[src/rtl/pedes_request_timer.sv]
// Pedestrian request front end: button synchroniser/debouncer plus wait/walk timers.
// Optional walk countdown output enabled by defining PED_COUNTDOWN_EN.
module pedes_request_timer #(
    parameter int unsigned TICKS_PER_SEC = 50000000,
    parameter int unsigned DEBOUNCE_CYC  = 500000,
    parameter int unsigned WAIT_S        = 3,
    parameter int unsigned WALK_S        = 30
) (
    input  logic       clk,
    input  logic       reset_n,
    input  logic       button_raw,
    output logic       button,
    output logic       timer_3s,
    output logic       timer_30s,
    output logic       walk_active,
    output logic       btn_db
`ifdef PED_COUNTDOWN_EN
    ,
    output logic [6:0] walk_secs_left
`endif
);

    localparam int unsigned DC_W  = (DEBOUNCE_CYC > 2) ? $clog2(DEBOUNCE_CYC) : 1;
    localparam int unsigned PC_W  = (TICKS_PER_SEC > 1) ? $clog2(TICKS_PER_SEC) : 1;
    localparam int unsigned MAX_S = (WAIT_S > WALK_S) ? WAIT_S : WALK_S;
    localparam int unsigned SC_W  = (MAX_S > 1) ? $clog2(MAX_S) : 1;

    typedef enum logic [1:0] {
        ST_IDLE = 2'd0,
        ST_WAIT = 2'd1,
        ST_WALK = 2'd2
    } state_e;

    state_e            state_q, state_d;
    logic              sync1_q, sync1_d;
    logic              sync2_q, sync2_d;
    logic [DC_W-1:0]   dc_q, dc_d;
    logic              btn_db_q, btn_db_d;
    logic              btn_prev_q, btn_prev_d;
    logic              button_q, button_d;
    logic              pending_q, pending_d;
    logic              walk_active_q, walk_active_d;
    logic              timer_3s_q, timer_3s_d;
    logic              timer_30s_q, timer_30s_d;
    logic [PC_W-1:0]   pc_q, pc_d;
    logic [SC_W-1:0]   sc_q, sc_d;
    logic              press;
    logic              sec_tick;

    // Two-flop synchroniser followed by a stability-count debouncer
    always_comb begin
        sync1_d    = button_raw;
        sync2_d    = sync1_q;
        btn_db_d   = btn_db_q;
        dc_d       = dc_q;
        btn_prev_d = btn_db_q;
        if (sync2_q == btn_db_q) begin
            dc_d = '0;
        end else if (dc_q == DC_W'(DEBOUNCE_CYC - 1)) begin
            btn_db_d = sync2_q;
            dc_d     = '0;
        end else begin
            dc_d = dc_q + DC_W'(1);
        end
    end

    assign press    = btn_db_q & ~btn_prev_q;
    assign sec_tick = (pc_q == PC_W'(TICKS_PER_SEC - 1));

    // Request FSM; prescaler and seconds counter restart on every state entry
    always_comb begin
        state_d       = state_q;
        button_d      = button_q;
        pending_d     = pending_q;
        walk_active_d = walk_active_q;
        timer_3s_d    = 1'b0;
        timer_30s_d   = 1'b0;
        pc_d          = pc_q;
        sc_d          = sc_q;
        case (state_q)
            ST_IDLE: begin
                pc_d = '0;
                sc_d = '0;
                if (press || pending_q) begin
                    state_d   = ST_WAIT;
                    button_d  = 1'b1;
                    pending_d = 1'b0;
                end
            end
            ST_WAIT: begin
                button_d = 1'b1;
                if (sec_tick) begin
                    pc_d = '0;
                    if (sc_q == SC_W'(WAIT_S - 1)) begin
                        state_d       = ST_WALK;
                        timer_3s_d    = 1'b1;
                        button_d      = 1'b0;
                        walk_active_d = 1'b1;
                        sc_d          = '0;
                    end else begin
                        sc_d = sc_q + SC_W'(1);
                    end
                end else begin
                    pc_d = pc_q + PC_W'(1);
                end
            end
            ST_WALK: begin
                if (press) begin
                    pending_d = 1'b1;
                end
                if (sec_tick) begin
                    pc_d = '0;
                    if (sc_q == SC_W'(WALK_S - 1)) begin
                        state_d       = ST_IDLE;
                        timer_30s_d   = 1'b1;
                        walk_active_d = 1'b0;
                        sc_d          = '0;
                    end else begin
                        sc_d = sc_q + SC_W'(1);
                    end
                end else begin
                    pc_d = pc_q + PC_W'(1);
                end
            end
            default: begin
                state_d       = ST_IDLE;
                button_d      = 1'b0;
                pending_d     = 1'b0;
                walk_active_d = 1'b0;
                pc_d          = '0;
                sc_d          = '0;
            end
        endcase
    end

    always_ff @(posedge clk or negedge reset_n) begin
        if (!reset_n) begin
            state_q       <= ST_IDLE;
            sync1_q       <= 1'b0;
            sync2_q       <= 1'b0;
            dc_q          <= '0;
            btn_db_q      <= 1'b0;
            btn_prev_q    <= 1'b0;
            button_q      <= 1'b0;
            pending_q     <= 1'b0;
            walk_active_q <= 1'b0;
            timer_3s_q    <= 1'b0;
            timer_30s_q   <= 1'b0;
            pc_q          <= '0;
            sc_q          <= '0;
        end else begin
            state_q       <= state_d;
            sync1_q       <= sync1_d;
            sync2_q       <= sync2_d;
            dc_q          <= dc_d;
            btn_db_q      <= btn_db_d;
            btn_prev_q    <= btn_prev_d;
            button_q      <= button_d;
            pending_q     <= pending_d;
            walk_active_q <= walk_active_d;
            timer_3s_q    <= timer_3s_d;
            timer_30s_q   <= timer_30s_d;
            pc_q          <= pc_d;
            sc_q          <= sc_d;
        end
    end

    assign button      = button_q;
    assign timer_3s    = timer_3s_q;
    assign timer_30s   = timer_30s_q;
    assign walk_active = walk_active_q;
    assign btn_db      = btn_db_q;

`ifdef PED_COUNTDOWN_EN
    if (WALK_S > 127) begin : g_walk_s_range
        $error("WALK_S does not fit the 7-bit walk countdown");
    end

    logic [6:0] wsl_q, wsl_d;

    // Countdown is loaded on WALK entry and reads zero everywhere else
    always_comb begin
        wsl_d = '0;
        if (state_q == ST_WAIT && state_d == ST_WALK) begin
            wsl_d = 7'(WALK_S);
        end else if (state_q == ST_WALK && state_d == ST_WALK) begin
            wsl_d = sec_tick ? (wsl_q - 7'd1) : wsl_q;
        end
    end

    always_ff @(posedge clk or negedge reset_n) begin
        if (!reset_n) begin
            wsl_q <= '0;
        end else begin
            wsl_q <= wsl_d;
        end
    end

    assign walk_secs_left = wsl_q;
`endif

endmodule
[config.mk]
export PLATFORM = sky130hd
export DESIGN_NAME = pedes_request_timer
export DESIGN_NICKNAME = d
export VERILOG_FILES = /design/src/rtl/pedes_request_timer.sv
export SDC_FILE = /design/constraint.sdc
export NUM_CORES = 1
export LEC_CHECK = 0
export ABC_CLOCK_PERIOD_IN_PS = 2300
export BUFFER_PORTS_ARGS = -buffer_cell sky130_fd_sc_hd__buf_2
export CORE_MARGIN = 10
export CORE_UTILIZATION = 43
export CTS_BUF_LIST = sky130_fd_sc_hd__clkbuf_16
export DETAILED_ROUTE_END_ITERATION = 16
export HOLD_SLACK_MARGIN = 0.02
export PLACE_DENSITY_LB_ADDON = 0.2
export SYNTH_ARGS = -nofsm -noshare
export SYNTH_HDL_FRONTEND = slang
export SYNTH_SLANG_ARGS = --single-unit
export TNS_END_PERCENT = 1
[constraint.sdc]
create_clock -name clk -period 2.3 [get_ports clk]
set_clock_uncertainty 0.15 [all_clocks]
set_input_delay 0.345 -clock clk [delete_from_list [all_inputs] [get_ports clk]]
set_output_delay 0.345 -clock clk [all_outputs]
set_load 0.02 [all_outputs]
Word-level counts from Yosys, hierarchy flattened:

Cells that the tools add are included.

* multiplexer cells: 33
* add/sub/neg operators: 3
* bitwise operators: 6
* reduce and logical (&&, ||, !) cells: 9
* eq/ne operators: 13

Operator list (number)
* $mux 26: 2
* $mux 19: 2
* $add 26x1->26 const B: 1
* $eq 26x26->1 const B: 1
* $mux 5: 4
* $add 19x1->19 const B: 1
* $eq 19x19->1 const B: 1
* $mux 1: 15
* $ne 2x2->1 const B: 6
* $mux 2: 5
* $pmux 5 s2: 1
* $reduce_and 5->1: 2
* $pmux 1 s3: 3
* $pmux 2 s3: 1
* $reduce_and 2->1: 3
* $add 5x1->5 const B: 1
* $eq 5x2->1 const B: 1
* $eq 5x5->1 const B: 1
* $not 1->1: 5
* $reduce_and 3->1: 1
* $eq 2x1->1 const B: 1
* $eq 2x2->1 const B: 1
* $logic_not 2->1: 1
* $reduce_or 2->1: 1
* 3 further kinds: 3

* bits in registers: 61
* output and inout port bits: 5
* bits of input ports: 3
* logic and storage cells: 77

Longest topological paths before layout:

Gate-level depths: netlist of run 1.

* depth in word-level cells: 5
* mapped depth: 7
* depth with buffers taken out: 7

Worst setup path before layout of run 1:

No wires, ideal clock.

* path kind: register -> register
* start: reg sc_q[0]
* end: reg sc_q[1]
* slack: 0.190 ns
* clock period less this slack: 2.110 ns
* cell stages (with the launch flop): 8
* path buffers: 0
* library setup time: 0.125 ns
* arrival: 1.835 ns
* data required time: 2.025 ns
* path through: dfrtp_1 inv_1 ha_1 or4b_2 a22o_1 nand2_1 nor2_1 mux2_2

* longest elaborated chain between the ends: 4
* elaborated cells on any way between the ends: 8
* those cells by class: add/sub: 1; eq/ne: 2; mux: 5

RTL lines
* from (decl): RTL line 46 `logic [SC_W-1:0] sc_q, sc_d;`
* from (signal assigned): RTL line 150 `sc_q <= '0;`
* from (signal assigned): RTL line 164 `sc_q <= sc_d;`
* $add 5x1->5 (tied with other cells): RTL line 101, 119
* $mux 5, on equally long branches: RTL line 113, 94
* $mux 5, on equally long branches: RTL line 111, 92
* $pmux 5 s2 *: RTL line 80 `case (state_q)`

Every way passes the cells marked *; elsewhere a longest branch is shown, timed or not. The select of a mux whose other input is x is not followed.
A chain may end at the register's enable or synchronous reset.

Final worst setup path of run 1:

Ends and elaborated chain as after synthesis.

==> impl_results.md, run 1 <==
* Count of antenna-violating nets left after detailed routing at 0
* Number of port buffers at 7
* Antenna Cells at 0
* Max Cap Viol at 0
* Initial Utilization at 0.4411
* Clk pin slew, worst setup/hold paths at 0.05 ns
* RSZ-0062 raised after global routing: yes
* Final Wtd Congestion at around 0.81
* Root Driver: clkbuf_16
* Core Box Area at 6794 sq um
* Pin count of the biggest net entering global routing at 32
* Initial antenna violation count at 0
* Pwr dens at 653.8 nW/um^2
* Filler instances at 611
* Crit path kind: reg2reg
* Worst Path Required at 2.36 ns
* Pre-antenna DRT Iters at 4
* Unique cell type count in the Yosys netlist at 39
* Period minus WS final at about 2.2 ns
* Design Area, Final at ~3500 sq um
* Total CTS buffers at 9
* Setup_tns at 0 ns
* Synth warn at 0
* Synth Net Count at 304
* Final-report hold violation count at 0
* Dpl cell area at 3214 sq um
* H-tree depth at 3
* Synthesis-to-layout area growth at 16.66%
* Vias at 2130
* Drt total wl at 5549 um
* Final setup viols at 0
* Mapped cell area at around 3000 sq um
* Tcrit/Tclk final at 0.9587
* Gr usage total at 0.1192
* Crit end category: register
* Post-CTS Setup Bufs at 0
* Most frequent cell after synthesis: dfrtp_1
* First-pass GRT wire length at 10150 um
* Worst hold path class: reg2reg
* CTS max path bufs at 2
* Seq/Total Area, Yosys at 0.5094
* Post-layout util at 0.5145
* Main synth FF type: dfrtp_1
* DR iter-0 viols at 50
* I/O Pins at 8
* Crit path max fanout at 4
* Status: finished clean
* Share of cells above drive strength 1 at 0.1327
* # DRC at 0
* Fmax at around 450 MHz
* Worst skew pair latency at 0.32 ns
* CTS tree: done
* CTS Sinks at 61
* Total gr overflow at 0
* Max-slew violation count at 0
* Crit path launch type: register
* Syn Inst Count at 293
* Chip Height at just over 100 um
* Worst slew pin tran at 0.6943 ns
* Most instantiated cells after synthesis: dfrtp_1 (61), nor2_1 (56), xor2_1 (29)
* Syn Area/Cell at 10.23 sq um
* Num rows at 30
* Pleak at between 1.5 and 2 nW
* Vias in the first global route at 2167
* Die W at 103.5 um
* Synth area leader: dfrtp_1
* Critical Path AT at between 2 and 2.5 ns
* Top cells by area, synth: dfrtp_1 (51%), xor2_1 (8.5%), nor2_1 (7.0%), xnor2_1 (3.8%), ha_1 (3.3%)
* Post-synth EDFFs at 0
* DP HPWL at 3880 um
* Peak VDD IR at 0.4183 mV
* Async SR Flop Fraction at 1.000
* Final #Nets at 331
* Average wire per standard cell at 13.21 um
* Vias per Instance at ~5.1
* Top cell type's share of synthesized area at 0.5094
* FF+latch count, synth at 61
* Hold WS at 0.2054 ns
* Die ar. at between 10000 and 15000 sq um
* Slew headroom at 0.5371
[metrics by stage]
stage                     worst slack, ns  instances  power [mW]
final                             0.09491        420       2.286
after global routing             -0.06420        420       2.370
after CTS                         0.08002        420       2.316
after detailed placement          0.09316        403       1.149
after global placement            0.09474        403       1.149
after floorplan                    0.1901        293       1.117
[cells in the final DEF, fill, tap and decap left out, drive strengths merged, types with 5 or more instances in the layout]
cell,n
xor2,29
and4,5
ha,8
and3,7
nor4,5
inv,9
clkbuf,9
nand3,19
xnor2,13
nor2,56
dfrtp,61
nand2,18
nand4,14
buf,19
a21oi,10
[final cells by class]
class / instances / area [sq um] / share of cell area
clock inverters: 6 / 32.53 / 0.009306
well taps: 96 / 120.1 / 0.03436
clock buffers: 9 / 225.2 / 0.06442
flip-flops and latches: 61 / 1526 / 0.4366
inverters: 8 / 30.03 / 0.008590
multi-input cells: 219 / 1404 / 0.4016
repair buffers: 21 / 157.7 / 0.04510
[power by group]
part | leakage [nW] | switching, mW | internal [mW] | total [mW]
combinational | 0.540 | 0.0313 | 0.0142 | 0.0455
clock | 0.126 | 0.445 | 0.708 | 1.15
sequential | 0.845 | 0.00549 | 1.08 | 1.09
[layer usage]
metal / part of all wire / track usage / up-vias
met3: 0.032 / 0.03987 / 8
met5: 0 / 0 / -
met2: 0.46 / 0.1813 / 24
met1: 0.49 / 0.1540 / 1034
met4: 0.015 / 0.04385 / 0
li1: - / - / 1064
[registers in the layout (all words and copies together) (netlist names)]
register     flops
sync2_q          1
sc_q             5
sync1_q          1
timer_30s        1
btn_prev_q       1
state_q          2
dc_q            19
pending_q        1
walk_active      1
timer_3s         1
button           1
btn_db           1
pc_q            26
[cell families (layout without fill, tap and decap cells)]
group           after synthesis  count (layout)  share of synthesized area
mux                           3               3                    0.01086
simple gates                147             147                     0.2597
flops                        61              61                     0.5094
fa+ha+maj                     8               8                    0.03340
xor+xnor                     42              42                     0.1228
buf+inv                      13              44                    0.02338
compound gates               19              19                    0.04050
[repair_timing]
item / in CTS / in global routing
hold buffers: 2 / 0
endpoints found under the setup margin: 0 / 33
resized for setup: 0 / 1
hold endpoints to repair: 31 / 0
[worst paths after layout]
kind | start | to | slack (ns) | cells after the start
worst max-delay path | sc_q[0] | sc_q[1] | 0.09 | 7
worst min-delay path | sync1_q | sync2_q | 0.21 | 0
worst max register to register | sc_q[0] | sc_q[1] | 0.09 | 7
worst min register to register | sync1_q | sync2_q | 0.21 | 0
max in group asynchronous | reset_n | pc_q[12] | 0.93 | 3
min in group asynchronous | reset_n | dc_q[15] | 0.46 | 2
[critical path, cell delays in order (launching register included)]
cell     delay, ns
dfrtp_1       0.40
inv_1         0.10
ha_1          0.14
or4b_2        0.62
a22o_1        0.26
nand2_1       0.13
nor2_1        0.05
mux2_2        0.25
Note: power is estimated with default switching activity, not from simulation.
==> run 2: changes to the inputs <==
--- a/config.mk
+++ b/config.mk
@@ -5,6 +5,7 @@
 export SDC_FILE = /design/constraint.sdc
 export NUM_CORES = 1
 export LEC_CHECK = 0
+export ABC_AREA = 1
 export ABC_CLOCK_PERIOD_IN_PS = 2300
 export BUFFER_PORTS_ARGS = -buffer_cell sky130_fd_sc_hd__buf_2
 export CORE_MARGIN = 10
==> run 2 against run 1 <==
Against the previous run:
- wire length up 26%
- largest cell class is now multi-input gates
- global-route usage up 0.60 points
- highest routed layer unchanged
- critical path type unchanged
- non-clock buffer count down 9
==> impl_results.md, run 2 <==
* Synth Net Count at 470
* Synth area leader: dfrtp_1
* Crit end category: register
* Top cells by area, synth: dfrtp_1 (44%), nand2_1 (10%), nor2_1 (9.2%), inv_1 (6.8%), nand3_1 (5.2%)
* Worst skew pair latency at ~0.32 ns
* Max-slew violation count at 0
* Crit path kind: reg2reg
* Peak VDD IR at 0.3752 mV
* Post-synth EDFFs at 0
* Syn Inst Count at 459
* Total CTS buffers at 9
* Gr usage total at 0.1252
* Share of cells above drive strength 1 at 0.09336
* Final Wtd Congestion at approximately 0.85
* Final setup viols at 0
* Largest register FFs at 26
* Pre-antenna DRT Iters at 4
* Average wire per standard cell at 11.96 um
* Final-report hold violation count at 0
* Syn Area/Cell at 7.502 sq um
* Fmax at 551.4 MHz
* # DRC at 0
* RSZ-0062 raised after global routing: no
* Period minus WS final at 1.814 ns
* Total gr overflow at 0
* Vias per Instance at 4.973
* WL met3 at roughly 250 um
* Pin count of the biggest net entering global routing at 62
* First-pass GRT wire length at 12280 um
* I/O Pins at 8
* Clk pin slew, worst setup/hold paths at roughly 0.060 ns
* Largest Register: pc_q
* Crit path max fanout at 9
* Chip Height at roughly 110 um
* Synth warn at 0
* Die W at 109.5 um
* Commonest non-fill, non-tap cells in the layout: nand2_1 (95), nor2_1 (84), inv_1 (63), dfrtp_1 (61), nand3_1 (36)
* DP HPWL at around 5000 um
* Main synth FF type: dfrtp_1
* DR iter-0 viols at 148
* Synthesis-to-layout area growth at 14.39%
* Wire length on met1 at 3419 um
* Vias in the first global route at 2681
* Worst hold path class: reg2reg
* CTS Sinks at slightly above 60
* Number of port buffers at 7
* Die ar. at 11990 sq um
* Root Driver: clkbuf_16
* Core Box Area at slightly below 8000 sq um
* Most frequent cell after synthesis: nand2_1
* Initial antenna violation count at 0
* Async SR Flop Fraction at 1.000
* Design Area, Final at around 3900 sq um
* Met2 wire length at 3253 um
* Top cell type's share of synthesized area at 0.4433
* Critical Path AT at 1.86 ns
* Num rows at 32
* Worst slew pin tran at 0.4326 ns
* CTS max path bufs at 2
* Final #Nets at 488
* H-tree depth at 3
* Unique cell type count in the Yosys netlist at 32
* Initial Utilization at 0.4433
* Top Registers: pc_q: 26 flops, dc_q: 19 flops, sc_q: 5 flops
* Total power at 2.518 mW
* FF+latch count, synth at 61
* Vias at 2904
* Setup_tns at 0 ns
* Seq/Total Area, Yosys at 0.4433
* Crit path launch type: register
* Filler instances at about 770
* Hold WS at 0.2048 ns
* Antenna Cells at 0
* Tcrit/Tclk final at 0.7886
* Drt total wl at 6982 um
* Commonest non-fill, non-tap cell in the layout: nand2_1
* Worst Path Required at 2.35 ns
* Dpl cell area at 3612 sq um
* Slew headroom at 0.7116
* Max Cap Viol at 0
* Pleak at 1.737 nW
* Most instantiated cells after synthesis: nand2_1 (95), nor2_1 (84), inv_1 (62)
* Mapped cell area at 3443 sq um
* Count of antenna-violating nets left after detailed routing at 0
* Max layer used: met4
* CTS tree: done
* Pwr dens at 639.4 nW/um^2
* Status: finished clean
==> run 2: changes by cell type after synthesis, sizes merged, moves of 9 or more <==
cell,delta
nand3,+19
inv,+56
o21ai,+9
xor2,-17
xnor2,-10
nand2,+80
nor2,+38
nor3,+15
==> run 2: what timing repair did <==
action                                 in CTS  in global routing
setup endpoints to repair                   0                  0
hold buffers                                2                  0
gates resized for setup                     0                  0
endpoints found under the hold margin      62                  0
setup buffers                               0                  0
==> run 2: worst paths after layout <==
path | start | to | slack [ns] | cells past startpoint
setup / recovery | dc_q[0] | dc_q[13] | 0.49 | 6
hold / removal | sync1_q | sync2_q | 0.20 | 0
setup reg to reg | dc_q[0] | dc_q[13] | 0.49 | 6
hold reg to reg | sync1_q | sync2_q | 0.20 | 0
max in group asynchronous | reset_n | pc_q[12] | 1.31 | 3
min in group asynchronous | reset_n | pc_q[19] | 0.41 | 3
==> run 2: through the flow <==
step	std cells	utilization	setup WS, ns
2_1_floorplan	459	-	0.7292
3_3_place_gp	566	0.4650	0.5670
3_5_place_dp	566	0.4650	0.4826
4_1_cts	584	0.5071	0.4949
5_1_grt	584	0.5071	0.2874
6_report	584	0.5071	0.4863
==> run 2: power breakdown <==
part / internal (mW) / total, mW / switching (mW)
sequential: 1.08 / 1.08 / 0.00389
combinational: 0.0118 / 0.0438 / 0.0320
clock: 0.932 / 1.39 / 0.459
total: 2.02 / 2.52 / 0.495
==> run 2: critical path, cell delays in order (launching register included) <==
cell and delay (ns):
dfrtp_1 0.36, ha_1 0.25, nand2_1 0.12, nor2_2 0.22
nand3_1 0.19, nand2_1 0.31, nor3_1 0.10
==> run 2: cell families (layout without fill, tap and decap cells) <==
logic type	after synthesis	count (layout)	synth area share
and+or+nand+nor	277	277	0.3626
DFF	61	61	0.4433
buffers and inverters	70	93	0.07921
AOI/OAI and AO/OA	28	28	0.04761
xor gates and xnor gates	15	15	0.03816
adders and majority gates	8	8	0.02907
==> run 2: per-layer routing <==
layer,GRT usage,vias to the layer above
met2,0.1946,40
met4,0.03439,0
li1,-,1507
met1,0.1664,1348
met3,0.03628,9
met5,0,-
==> run 2: cell type report <==
| cell class | instances | area, sq um | share of cell area |
|---|---|---|---|
| multi-input combinational | 328 | 1644 | 0.4174 |
| timing repair buffer | 12 | 90.09 | 0.02287 |
| clock buffer | 9 | 225.2 | 0.05718 |
| clock inverter | 7 | 81.33 | 0.02065 |
| tap | 102 | 127.6 | 0.03240 |
| sequential | 61 | 1526 | 0.3875 |
| inverter | 65 | 244.0 | 0.06194 |
==> run 3: changes to the inputs <==
--- a/config.mk
+++ b/config.mk
@@ -6,7 +6,7 @@
 export NUM_CORES = 1
 export LEC_CHECK = 0
 export ABC_AREA = 1
-export ABC_CLOCK_PERIOD_IN_PS = 2300
+export ABC_CLOCK_PERIOD_IN_PS = 1900
 export BUFFER_PORTS_ARGS = -buffer_cell sky130_fd_sc_hd__buf_2
 export CORE_MARGIN = 10
 export CORE_UTILIZATION = 43
==> constraint.sdc (replaced) <==
create_clock -name clk -period 1.9 [get_ports clk]
set_clock_uncertainty 0.15 [all_clocks]
set_input_delay 0.285 -clock clk [delete_from_list [all_inputs] [get_ports clk]]
set_output_delay 0.285 -clock clk [all_outputs]
set_load 0.02 [all_outputs]
==> run 3 against run 2 <==
Against the previous run:
- register-to-register slack worse by 0.32 ns
- sequential cell count unchanged
- global-route usage up 0.22 points
- die area unchanged
- combinational power up 25%
- maximum frequency up 4.6%
- wire length up 2.9%
==> impl_results.md, run 3 (synthesis results as in run 2) <==
* Dpl cell area at between 3000 and 4000 sq um
* Total gr overflow at 0
* Share of cells above drive strength 1 at 0.09897
* Post-Layout Cell Count at around 600
* Die ar. at 11990 sq um
* Largest register FFs at 26
* Post-Place Cells at 569
* Chip Height at approximately 110 um
* Final #Nets at 491
* Setup_tns at 0 ns
* Final Wtd Congestion at 0.9062
* Initial antenna violation count at 0
* Crit path launch type: register
* Number of port buffers at 7
* Slew headroom at 0.7011
* Initial Utilization at 0.4433
* Top Registers: pc_q: 26 flops, dc_q: 19 flops, sc_q: 5 flops
* Max Cap Viol at 0
* HP Start: sync1_q
* Crit path kind: reg2reg
* Pre-CTS setup slack at 0.08077 ns
* Peak VDD IR at 0.3784 mV
* Fmax at roughly 580 MHz
* Num rows at 32
* Commonest non-fill, non-tap cells in the layout: nand2_1 (94), nor2_1 (84), inv_1 (62), dfrtp_1 (61), nand3_1 (36)
* Final-report hold violation count at 0
* Vias at approximately 2.9k
* Pwr dens at 771.7 nW/um^2
* Worst slew pin tran at between 0.4 and 0.5 ns
* Post-route worst setup slack at 0.1662 ns
* H-tree depth at 3
* Gr usage total at 0.1274
* Die W at 109.5 um
* Design Area, Final at 3963 sq um
* Worst skew pair latency at 0.33 ns
* Vias in the first global route at 2629
* Final setup viols at 0
* CTS max path bufs at 2
* Period minus WS final at between 1.5 and 2 ns
* R2r setup slk at between 0.15 and 0.2 ns
* I/O Pins at 8
* Pre-antenna DRT Iters at 5
* # DRC at 0
* Antenna Cells at 0
* Vias per Instance at 4.884
* Tcrit/Tclk final at 0.9125
* Drt total wl at 7185 um
* Total power at 3.058 mW
* Worst Path Required at 1.95 ns
* Slowest cell on crit path: dfrtp_1
* Max-slew violation count at 0
* DR iter-0 viols at 130
* Root Driver: clkbuf_16
* Pin count of the biggest net entering global routing at 53
* Crit-path cells: ha_1 -> nand2_1 -> nor2_2 -> nand3_1 -> nand2_2 -> nor3_1
* Largest Register: pc_q
* Total CTS buffers at 9
* RSZ-0062 raised after global routing: no
* CTS tree: done
* First-pass GRT wire length at 12240 um
* DP HPWL at 5242 um
* Count of antenna-violating nets left after detailed routing at 0
* Synthesis-to-layout area growth at 15.08%
* Crit path max fanout at 9
* Clk pin slew, worst setup/hold paths at 0.06 ns
* Core Box Area at a little under 8000 sq um
* Commonest non-fill, non-tap cell in the layout: nand2_1
* Crit path from: dc_q[0]
* Worst hold path class: reg2reg
* Crit end category: register
* Filler instances at 738
* Pleak at 1.746 nW
* CTS Sinks at 61
* Slowest stage delay, CP at between 0.3 and 0.4 ns
* Worst r2r src: dc_q[0]
* Status: finished clean
* Average wire per standard cell at ~12 um
* Critical Path AT at ~1.8 ns
run 3: power breakdown:
part	internal (mW)	leakage [nW]	switching (mW)
sequential	1.31	0.845	0.00481
clock	1.13	0.149	0.565
combinational	0.0147	0.751	0.0401
total	2.45	1.75	0.609
run 3: path summary, 6_finish.rpt:
| check | cells after the start | endpoint |
|---|---|---|
| setup / recovery | 6 | dc_q[13] |
| hold / removal | 0 | sync2_q |
| setup reg to reg | 6 | dc_q[13] |
| hold reg to reg | 0 | sync2_q |
| max in group asynchronous | 3 | dc_q[12] |
| min in group asynchronous | 2 | pc_q[20] |
run 3: repair_timing:
action	in CTS	in global routing
setup endpoints to repair	0	9
hold buffers	2	0
buffers inserted	0	0
endpoints found under the hold margin	10	0
gates resized for setup	0	1
run 3: layout make-up:
class,instances,area [sq um],area share
Multi-Input combinational cell,328,1647,0.4155
Sequential cell,61,1526,0.3852
Inverter,65,244.0,0.06157
Clock buffer,9,225.2,0.05684
Tap cell,102,127.6,0.03221
Timing Repair Buffer,15,112.6,0.02842
Clock inverter,7,80.08,0.02021
run 3: per-layer routing:
metal,GRT usage,vias to the layer above,wire [um]
met5,0,-,0
met4,0.05762,0,125
met3,0.03218,15,255
met2,0.1963,42,3250
met1,0.1650,1297,3554
li1,-,1513,-
run 3: worst max-delay path: cells and delay by family, from the launching register on:
kind / cells / cell delay (ns)
AND/OR/NAND/NOR: 5 / 0.84
flip-flops: 1 / 0.37
adder cells (fa/ha/maj): 1 / 0.25
run 3: per-stage QoR:
step | hold WS (ns) | utilization
after floorplan | -0.1606 | -
after global placement | 0.02511 | 0.4679
after detailed placement | 0.03021 | 0.4679
after CTS | 0.1969 | 0.5098
after global routing | 0.2096 | 0.5101
final | 0.1948 | 0.5101
